--- config.mk ---
export PLATFORM = sky130hd
export DESIGN_NAME = load_store_unit
export DESIGN_NICKNAME = d
export VERILOG_FILES = /design/src/rtl/mips_mem_pkg.sv /design/src/rtl/store_buffer.sv /design/src/rtl/load_store_unit.sv
export SDC_FILE = /design/constraint.sdc
export NUM_CORES = 1
export LEC_CHECK = 0
export CAP_MARGIN = 20
export CORE_AREA = 2 2 95 97
export DETAILED_ROUTE_END_ITERATION = 16
export DIE_AREA = 0 0 97 99
export GPL_TIMING_DRIVEN = 0
export PLACE_DENSITY = 0.86
export SETUP_SLACK_MARGIN = 0.05
export SYNTH_ARGS = -nofsm -noshare
export SYNTH_HDL_FRONTEND = slang
export SYNTH_SLANG_ARGS = --single-unit
--- constraint.sdc ---
create_clock -name clk -period 6.4 [get_ports clk]
set_input_delay 1.28 -clock clk [delete_from_list [all_inputs] [get_ports clk]]
set_output_delay 1.28 -clock clk [all_outputs]
set_load 0.05 [all_outputs]
--- src/rtl/mips_mem_pkg.sv ---
// Shared defaults and FSM state encoding for the load/store path.
package mips_mem_pkg;

  localparam int AWIDTH_DEF = 8;
  localparam int DWIDTH_DEF = 16;

  typedef enum logic [1:0] {
    IDLE  = 2'd0,
    ISSUE = 2'd1,
    WAIT  = 2'd2,
    FWD   = 2'd3
  } lsu_state_t;

endpackage

--- src/rtl/store_buffer.sv ---
// Circular store buffer with a youngest-match lookup over all valid entries,
// including the head entry that may be popping this cycle.
module store_buffer
  import mips_mem_pkg::*;
#(
  parameter int AWIDTH  = AWIDTH_DEF,
  parameter int DWIDTH  = DWIDTH_DEF,
  parameter int SBDEPTH = 2
) (
  input  logic              clk,
  input  logic              rst,
  input  logic              push,
  input  logic [AWIDTH-1:0] push_addr,
  input  logic [DWIDTH-1:0] push_data,
  input  logic              pop,
  output logic [AWIDTH-1:0] head_addr,
  output logic [DWIDTH-1:0] head_data,
  output logic              empty,
  output logic              full,
  input  logic [AWIDTH-1:0] lookup_addr,
  output logic              hit,
  output logic [DWIDTH-1:0] hit_data
);

  localparam int PW = $clog2(SBDEPTH);

  logic [AWIDTH-1:0] addr_q [SBDEPTH];
  logic [DWIDTH-1:0] data_q [SBDEPTH];
  logic [PW-1:0]     wr_ptr;
  logic [PW-1:0]     rd_ptr;
  logic [PW:0]       count;
  logic              do_push;
  logic              do_pop;

  assign empty     = (count == '0);
  assign full      = (count == (PW+1)'(SBDEPTH));
  assign do_push   = push && !full;
  assign do_pop    = pop && !empty;
  assign head_addr = addr_q[rd_ptr];
  assign head_data = data_q[rd_ptr];

  always_ff @(posedge clk or negedge rst) begin
    if (!rst) begin
      wr_ptr <= '0;
      rd_ptr <= '0;
      count  <= '0;
    end else begin
      if (do_push) wr_ptr <= wr_ptr + 1'b1;
      if (do_pop)  rd_ptr <= rd_ptr + 1'b1;
      if (do_push && !do_pop)      count <= count + 1'b1;
      else if (!do_push && do_pop) count <= count - 1'b1;
    end
  end

  always_ff @(posedge clk) begin
    if (do_push) begin
      addr_q[wr_ptr] <= push_addr;
      data_q[wr_ptr] <= push_data;
    end
  end

  // Walk oldest to youngest so the last match seen is the youngest store.
  always_comb begin
    logic [PW-1:0] idx;
    idx      = '0;
    hit      = 1'b0;
    hit_data = '0;
    for (int unsigned i = 0; i < SBDEPTH; i++) begin
      idx = rd_ptr + PW'(i);
      if (((PW+1)'(i) < count) && (addr_q[idx] == lookup_addr)) begin
        hit      = 1'b1;
        hit_data = data_q[idx];
      end
    end
  end

endmodule

--- src/rtl/load_store_unit.sv ---
// Load/store unit: buffers stores, forwards loads that hit the buffer and
// issues misses to a registered-read RAM, draining stores when the read port is idle.
module load_store_unit
  import mips_mem_pkg::*;
#(
  parameter int AWIDTH  = AWIDTH_DEF,
  parameter int DWIDTH  = DWIDTH_DEF,
  parameter int SBDEPTH = 2
) (
  input  logic              clk,
  input  logic              rst,
  input  logic              req_valid,
  output logic              req_ready,
  input  logic              req_we,
  input  logic [AWIDTH-1:0] req_addr,
  input  logic [DWIDTH-1:0] req_wdata,
  output logic              rsp_valid,
  output logic [DWIDTH-1:0] rsp_data,
  output logic              mem_rd,
  output logic              mem_wr,
  output logic [AWIDTH-1:0] mem_raddr,
  output logic [AWIDTH-1:0] mem_waddr,
  output logic [DWIDTH-1:0] mem_wdata,
  input  logic [DWIDTH-1:0] mem_rdata
);

  lsu_state_t        state;
  logic [AWIDTH-1:0] cap_addr;
  logic [DWIDTH-1:0] cap_data;
  logic [DWIDTH-1:0] rsp_q;
  logic              accept;
  logic              sb_empty;
  logic              sb_full;
  logic              sb_hit;
  logic [DWIDTH-1:0] sb_hit_data;

  assign req_ready = (state == IDLE) && !sb_full;
  assign accept    = req_valid && req_ready;
  assign mem_rd    = (state == ISSUE);
  assign mem_wr    = (state != ISSUE) && !sb_empty;
  assign mem_raddr = cap_addr;
  assign rsp_valid = (state == WAIT) || (state == FWD);

  store_buffer #(
    .AWIDTH (AWIDTH),
    .DWIDTH (DWIDTH),
    .SBDEPTH(SBDEPTH)
  ) u_sb (
    .clk        (clk),
    .rst        (rst),
    .push       (accept && req_we),
    .push_addr  (req_addr),
    .push_data  (req_wdata),
    .pop        (mem_wr),
    .head_addr  (mem_waddr),
    .head_data  (mem_wdata),
    .empty      (sb_empty),
    .full       (sb_full),
    .lookup_addr(req_addr),
    .hit        (sb_hit),
    .hit_data   (sb_hit_data)
  );

  // RAM read data is only valid during WAIT, so it is passed straight through
  // then and latched into rsp_q so the output holds afterwards.
  always_comb begin
    rsp_data = rsp_q;
    if (state == WAIT)     rsp_data = mem_rdata;
    else if (state == FWD) rsp_data = cap_data;
  end

  always_ff @(posedge clk or negedge rst) begin
    if (!rst) begin
      state    <= IDLE;
      cap_addr <= '0;
      cap_data <= '0;
      rsp_q    <= '1;
    end else begin
      case (state)
        IDLE: begin
          if (accept && !req_we) begin
            cap_addr <= req_addr;
            if (sb_hit) begin
              cap_data <= sb_hit_data;
              state    <= FWD;
            end else begin
              state <= ISSUE;
            end
          end
        end
        ISSUE: state <= WAIT;
        WAIT: begin
          rsp_q <= mem_rdata;
          state <= IDLE;
        end
        FWD: begin
          rsp_q <= cap_data;
          state <= IDLE;
        end
      endcase
    end
  end

endmodule
; ---- Word-level counts from Yosys, hierarchy flattened
; Memories as Yosys holds them, arrays and structs flattened.
; Index checks and enable logic that the tools add are counted.
[op_classes]
addsub = 4
magnitude_cmp = 2
n_eq_ne = 8
muxes = 14
reduce_logical = 24
[op_table]
columns = operator, count
row1 = 16-bit two-way mux, 4
row2 = 16-bit one-hot mux with 2 select lines, 1
row3 = 8-bit equality test, 2
row4 = 1-bit logical AND, 11
row5 = 2-bit two-way mux, 4
row6 = 2-bit equality test (second input constant), 3
row7 = 2-bit one-hot mux with 3 select lines, 1
row8 = 1-bit zero test, 5
row9 = 2-bit zero test, 2
row10 = 1-bit by 2-bit less-than comparator with 1-bit output (first input constant), 2
row11 = 1-bit two-way mux, 4
row12 = 2-bit by 1-bit != test with 1-bit output (second input constant), 2
row13 = 2-bit nonzero test, 2
row14 = 3-bit AND reduction, 1
row15 = 1-bit adder (second input constant), 2
row16 = 2-bit by 1-bit adder with 2-bit output (second input constant), 1
row17 = 2-bit by 1-bit equality test with 1-bit output (second input constant), 1
row18 = 2-bit AND reduction, 1
row19 = 2-bit OR reduction, 1
row20 = 2-bit by 1-bit subtractor with 2-bit output (second input constant), 1
row21 = 1-bit logical OR, 1
[totals]
register_bits = 46
ram_bits = 48
input_bits = 44
output_inout_bits = 52
word_cells = 61
n_memories = 2
[memory_table]
columns = name, words, width, rd, rd_clocked_by_memory_dff, wr, line_no
row1 = u_sb.data_q, 2, 16, 2, 0, 1, store_buffer.sv:28  ; logic [DWIDTH-1:0] data_q [SBDEPTH];
row2 = u_sb.addr_q, 2, 8, 2, 0, 1, store_buffer.sv:27  ; logic [AWIDTH-1:0] addr_q [SBDEPTH];

; ---- Logic depth before layout (Yosys ltp)
[depth]
word_depth = 10
ltp_mapped = 10

; ---- Cells and area by module
; From an unflattened synthesis, not the netlist that was laid out.
[hier_totals]
cells_unflattened = 301
hier_area_um2 = 4329.2
[modules_own_cells]
columns = module, n_inst, cells_each, area_each_um2
row1 = store_buffer, 1, 154, 2444.8
row2 = load_store_unit, 1, 147, 1884.3

; ---- Least setup slack after synthesis
; Ideal clock, no wire load.
[synth_timing]
path_type = reg2reg
start = register u_sb.count[0]
end = memory u_sb.addr_q[0][0] (netlist bit) (enable)
setup_ns = 0.405
arrival_ns = 3.165
slack_ns = 2.830
stages_incl_launch_ff = 6
cell_sequence = dfrtp_1 -> inv_1 -> ha_1 -> nor3_1 -> nand3_1 -> nor2_1
[synth_via]
elab_chain_cells = 8
[synth_rtl]
columns = element, line_no
row1 = "start, declared", store_buffer.sv:31  ; logic [PW:0] count;
row2 = "start signal, assigned", store_buffer.sv:50  ; if (do_push && !do_pop) count <= count + 1'b1;
row3 = "start signal, assigned", store_buffer.sv:51  ; else if (!do_push && do_pop) count <= count - 1'b1;
row4 = 2-bit equality test, store_buffer.sv:36  ; assign full = (count == (PW+1)'(SBDEPTH));
row5 = 1-bit zero test, load_store_unit.sv:37  ; assign req_ready = (state == IDLE) && !sb_full;
row6 = 1-bit logical AND, load_store_unit.sv:37
row7 = via req_ready, load_store_unit.sv:13  ; output logic req_ready,
row8 = 1-bit logical AND, load_store_unit.sv:38  ; assign accept = req_valid && req_ready;
row9 = 1-bit logical AND, load_store_unit.sv:51  ; .push (accept && req_we),
row10 = 1-bit logical AND, store_buffer.sv:37  ; assign do_push = push && !full;
row11 = 1-bit two-way mux, store_buffer.sv:56  ; if (do_push) begin
row12 = 1-bit two-way mux (not written as such), store_buffer.sv:57  ; addr_q[wr_ptr] <= push_addr;
row13 = "end, declared", store_buffer.sv:27
; The timed path passes the listed nets, and every way through them passes these cells.

; ---- Final worst setup path
[layout_timing]
start = register u_sb.rd_ptr
end = output mem_wdata[10]
[layout_via]
elab_chain_cells = 1
[layout_rtl]
columns = element, line_no
row1 = "start, declared", store_buffer.sv:30  ; logic [PW-1:0] rd_ptr;
row2 = "start signal, assigned", store_buffer.sv:49  ; if (do_pop) rd_ptr <= rd_ptr + 1'b1;
row3 = memory read 2 x 16 bit, -
row4 = "end, declared", load_store_unit.sv:23  ; output logic [DWIDTH-1:0] mem_wdata,
; Every way passes these cells.

==> flow_metrics.py <==
metrics = {
    "global_routing": {
        "grt_max_degree": 42,
        "grt_pass1_wl_um": 18500,
        "antenna_found_initial": 0,
        "overflow": 0,
        "track_usage_pct": 24.6,
        "grt_pass1_vias": 3580,
    },
    "worst_setup_path": {
        "critPathLaunch": "u_sb.rd_ptr$_DFFE_PN0P_",
        "critPathCapture": "mem_wdata[10]",
        "r2r-end": "cap_data[9]$_DFFE_PN0P_",
        "worstPathMaxFanout": 10,
        "critical_path.max_stage_delay_ps": 710,
        "worst-setup-path-type": "register to output pin",
        "cpMaxStageDelayCell": "clkdlybuf4s50_1",
        "startpoint_type": "register",
        "worst_setup_path_end_kind": "output pin",
        "rr_startpoint": "u_sb.rd_ptr$_DFFE_PN0P_",
        "cp_cell_sequence": "buf_6 > buf_6 > buf_2 > clkbuf_1 > clkbuf_1 > mux2_2 > clkdlybuf4s50_1",
        "ff2ff_setup_slack_ps": 3600,
        "crit_required_ps": 5120,
        "ff2ff_path_depth": 8,
        "crit_arrival_ps": 3320,
    },
    "die": {
        "start_util_pct": 54.1,
        "rows": 34,
        "ios": 96,
        "fp.dieH_um": 99,
        "core_area_um2": 8550,
        "fp.dieW_um": 97,
        "die_area_um2": 9600,
    },
    "cells_and_area": {
        "fillerInstances": 588,
        "drive_gt1_share_pct": 17.5,
        "final_common_cell": "clkdlybuf4s50_1",
        "final_cells": 594,
        "nets": 529,
        "area_growth_pct": 29.8,
        "final_cell_mix": "94 x clkdlybuf4s50_1, 48 x edfxtp_1, 32 x a21oi_1",
        "regArea_um2": 2610,
        "antenna-diode-count": 0,
        "multi_input_area_um2": 1810,
    },
    "routing": {
        "wl_per_cell_um": 19.5,
        "routed_wl_um": 11600,
        "drc": 0,
        "firstDrtPassIters": 6,
        "initialDrtViolationCount": 206,
        "vias_per_cell": 5.84,
        "ant_nets": 0,
        "num_vias": 3468,
    },
    "timing": {
        "skew_ps": 12.8,
        "period_share_pct": 71.9,
        "relSlewSlack_pct": 51.9,
        "finalCriticalPeriod_ps": 4600,
        "setup_ws_ps": 1800,
        "worstMarginPinSlew_ps": 721,
        "hold_viol_final": 0,
        "fmax_mhz": 217,
        "setup-tns-final_ps": 0,
        "finalSetupViolations": 0,
        "slew_viol_final": 0,
        "rsz0062_at_grt": "no",
    },
    "logic_synthesis": {
        "ys_seq_area_share_pct": 56.5,
        "synthCells": 372,
        "synth_edf_count": 48,
        "yosysUniqueCellTypes": 38,
        "synth_area_um2": 4620,
        "ys.flop_type": "edfxtp_1",
        "syn_nets": 420,
        "ys_warn_count": 0,
        "avgSynthCellArea_um2": 12.4,
        "synthArstFlopShare_pct": 48.9,
        "ys_ff_latch": 94,
    },
    "clocking": {
        "cts_setup_buffers": 0,
        "clk_path_buf_depth": 2,
        "cts.sinks": 94,
        "clk_pin_slew_ps": 90,
        "h-tree-depth": 3,
        "root_buffer": "clkbuf_8",
        "cts_tree": "done",
        "postCtsHoldBufs": 0,
        "clk_latency_ps": 370,
        "cts_buffers": 9,
        "cts-resized-gates": 0,
    },
    "placement": {
        "placed_cells": 578,
        "io_buffers": 95,
        "dp_slack_ps": 2220,
        "hpwlAfterDp_um": 8280,
        "gp_congestion": 0.837,
    },
    "job": {
        "drv_cap": 0,
    },
    "power_and_ir_drop": {
        "ir_drop_uv": 288,
        "powerDensity_nw_per_um2": 481,
        "p_leak_nw": 2.39,
    },
    "outcome": {
        "outcome": "finished, final reports clean",
    },
    "hold_path": {
        "holdCritPathClass": "register to register",
    },
}
[metrics by stage]
| step | util (%) | hold slack, ps | power (W) | cell area (um^2) |
|---|---|---|---|---|
| global route | 70.2 | 538 | 0.00302 | 6000 |
| CTS | 70.2 | 516 | 0.00289 | 6000 |
| finish | 70.2 | 515 | 0.00289 | 6000 |
| floorplan | - | 460 | 0.00197 | 4620 |
| detailed placement | 67.6 | 495 | 0.00247 | 5780 |
| global placement | 66.8 | 475 | 0.00241 | 5710 |
[synth_stat cells (6+ instances only)]
master     n  area (um^2)
nand2_1   25         93.8
mux2_4     9          135
edfxtp_1  48         1440
mux2_2    23          259
nand3_1    6         30.0
a21oi_1   32          160
inv_1     15         56.3
xor2_1    17          149
nand2b_1  11         68.8
a311o_1   11          110
nor2_1    21         78.8
a22oi_1   11         82.6
dfstp_2   16          420
dfrtp_1   30          751
clkbuf_1  12         45.0
nor4_1    11         68.8
mux2i_1   30          300
[critical path: cells and delay by family (launching register included)]
| family | cells | cell delay [ps] |
|---|---|---|
| flip-flops | 1 | 350 |
| buffers and inverters | 6 | 2170 |
| multiplexers | 1 | 440 |
[how the worst min path moves through the flow]
stage	start	endpoint	cells after the start
finish	mem_raddr[6]$_DFFE_PN0P_	mem_raddr[6]$_DFFE_PN0P_	1
global route	mem_raddr[6]$_DFFE_PN0P_	mem_raddr[6]$_DFFE_PN0P_	1
CTS	mem_raddr[6]$_DFFE_PN0P_	mem_raddr[6]$_DFFE_PN0P_	1
detailed placement	mem_raddr[6]$_DFFE_PN0P_	mem_raddr[6]$_DFFE_PN0P_	1
global placement	u_sb.wr_ptr$_DFFE_PN0N_	u_sb.wr_ptr$_DFFE_PN0N_	1
floorplan	u_sb.wr_ptr$_DFFE_PN0N_	u_sb.wr_ptr$_DFFE_PN0N_	1
[state kept, by name, summed over array words and instances, names as in the netlist, 2 cells and up]
name,cells
cap_data,16
u_sb.count,2
u_sb.data_q,32
rsp_q,16
mem_raddr,8
u_sb.addr_q,16
state,2
[area by class of cell]
type,instances,share of cell area [%]
Buffer,25,2.40
Clock buffer,13,3.35
Clock inverter,3,0.333
Inverter,15,0.938
Multi-Input combinational cell,238,30.2
Sequential cell,94,43.5
Tap cell,108,2.25
Timing Repair Buffer,98,17.0
[report_power, final]
| group | switching [W] | internal [W] |
|---|---|---|
| Clock | 0.000207 | 0.000210 |
| Sequential | 0.0000682 | 0.000813 |
| Combinational | 0.00101 | 0.000574 |
| Total | 0.00129 | 0.00160 |
[kinds of logic (layout without fill, tap and decap cells)]
group	Yosys count	after routing	share of synthesized area (%)
AOI/OAI and AO/OA	66	66	9.90
xor gates and xnor gates	19	19	3.60
adders and majority gates	4	4	1.08
buffers and inverters	40	154	4.33
DFF	94	94	56.5
muxes	62	62	15.0
and+or+nand+nor	87	87	9.58
[per-layer routing]
| layer | global-route usage, % | vias up | share of wire (%) |
|---|---|---|---|
| met5 | 0 | - | 0 |
| met4 | 10.1 | 0 | 2.1 |
| met3 | 3.62 | 23 | 4.8 |
| met2 | 42.9 | 124 | 53 |
| met1 | 31.0 | 1746 | 41 |
| li1 | - | 1575 | - |
(Power assumes the default switching activity.)
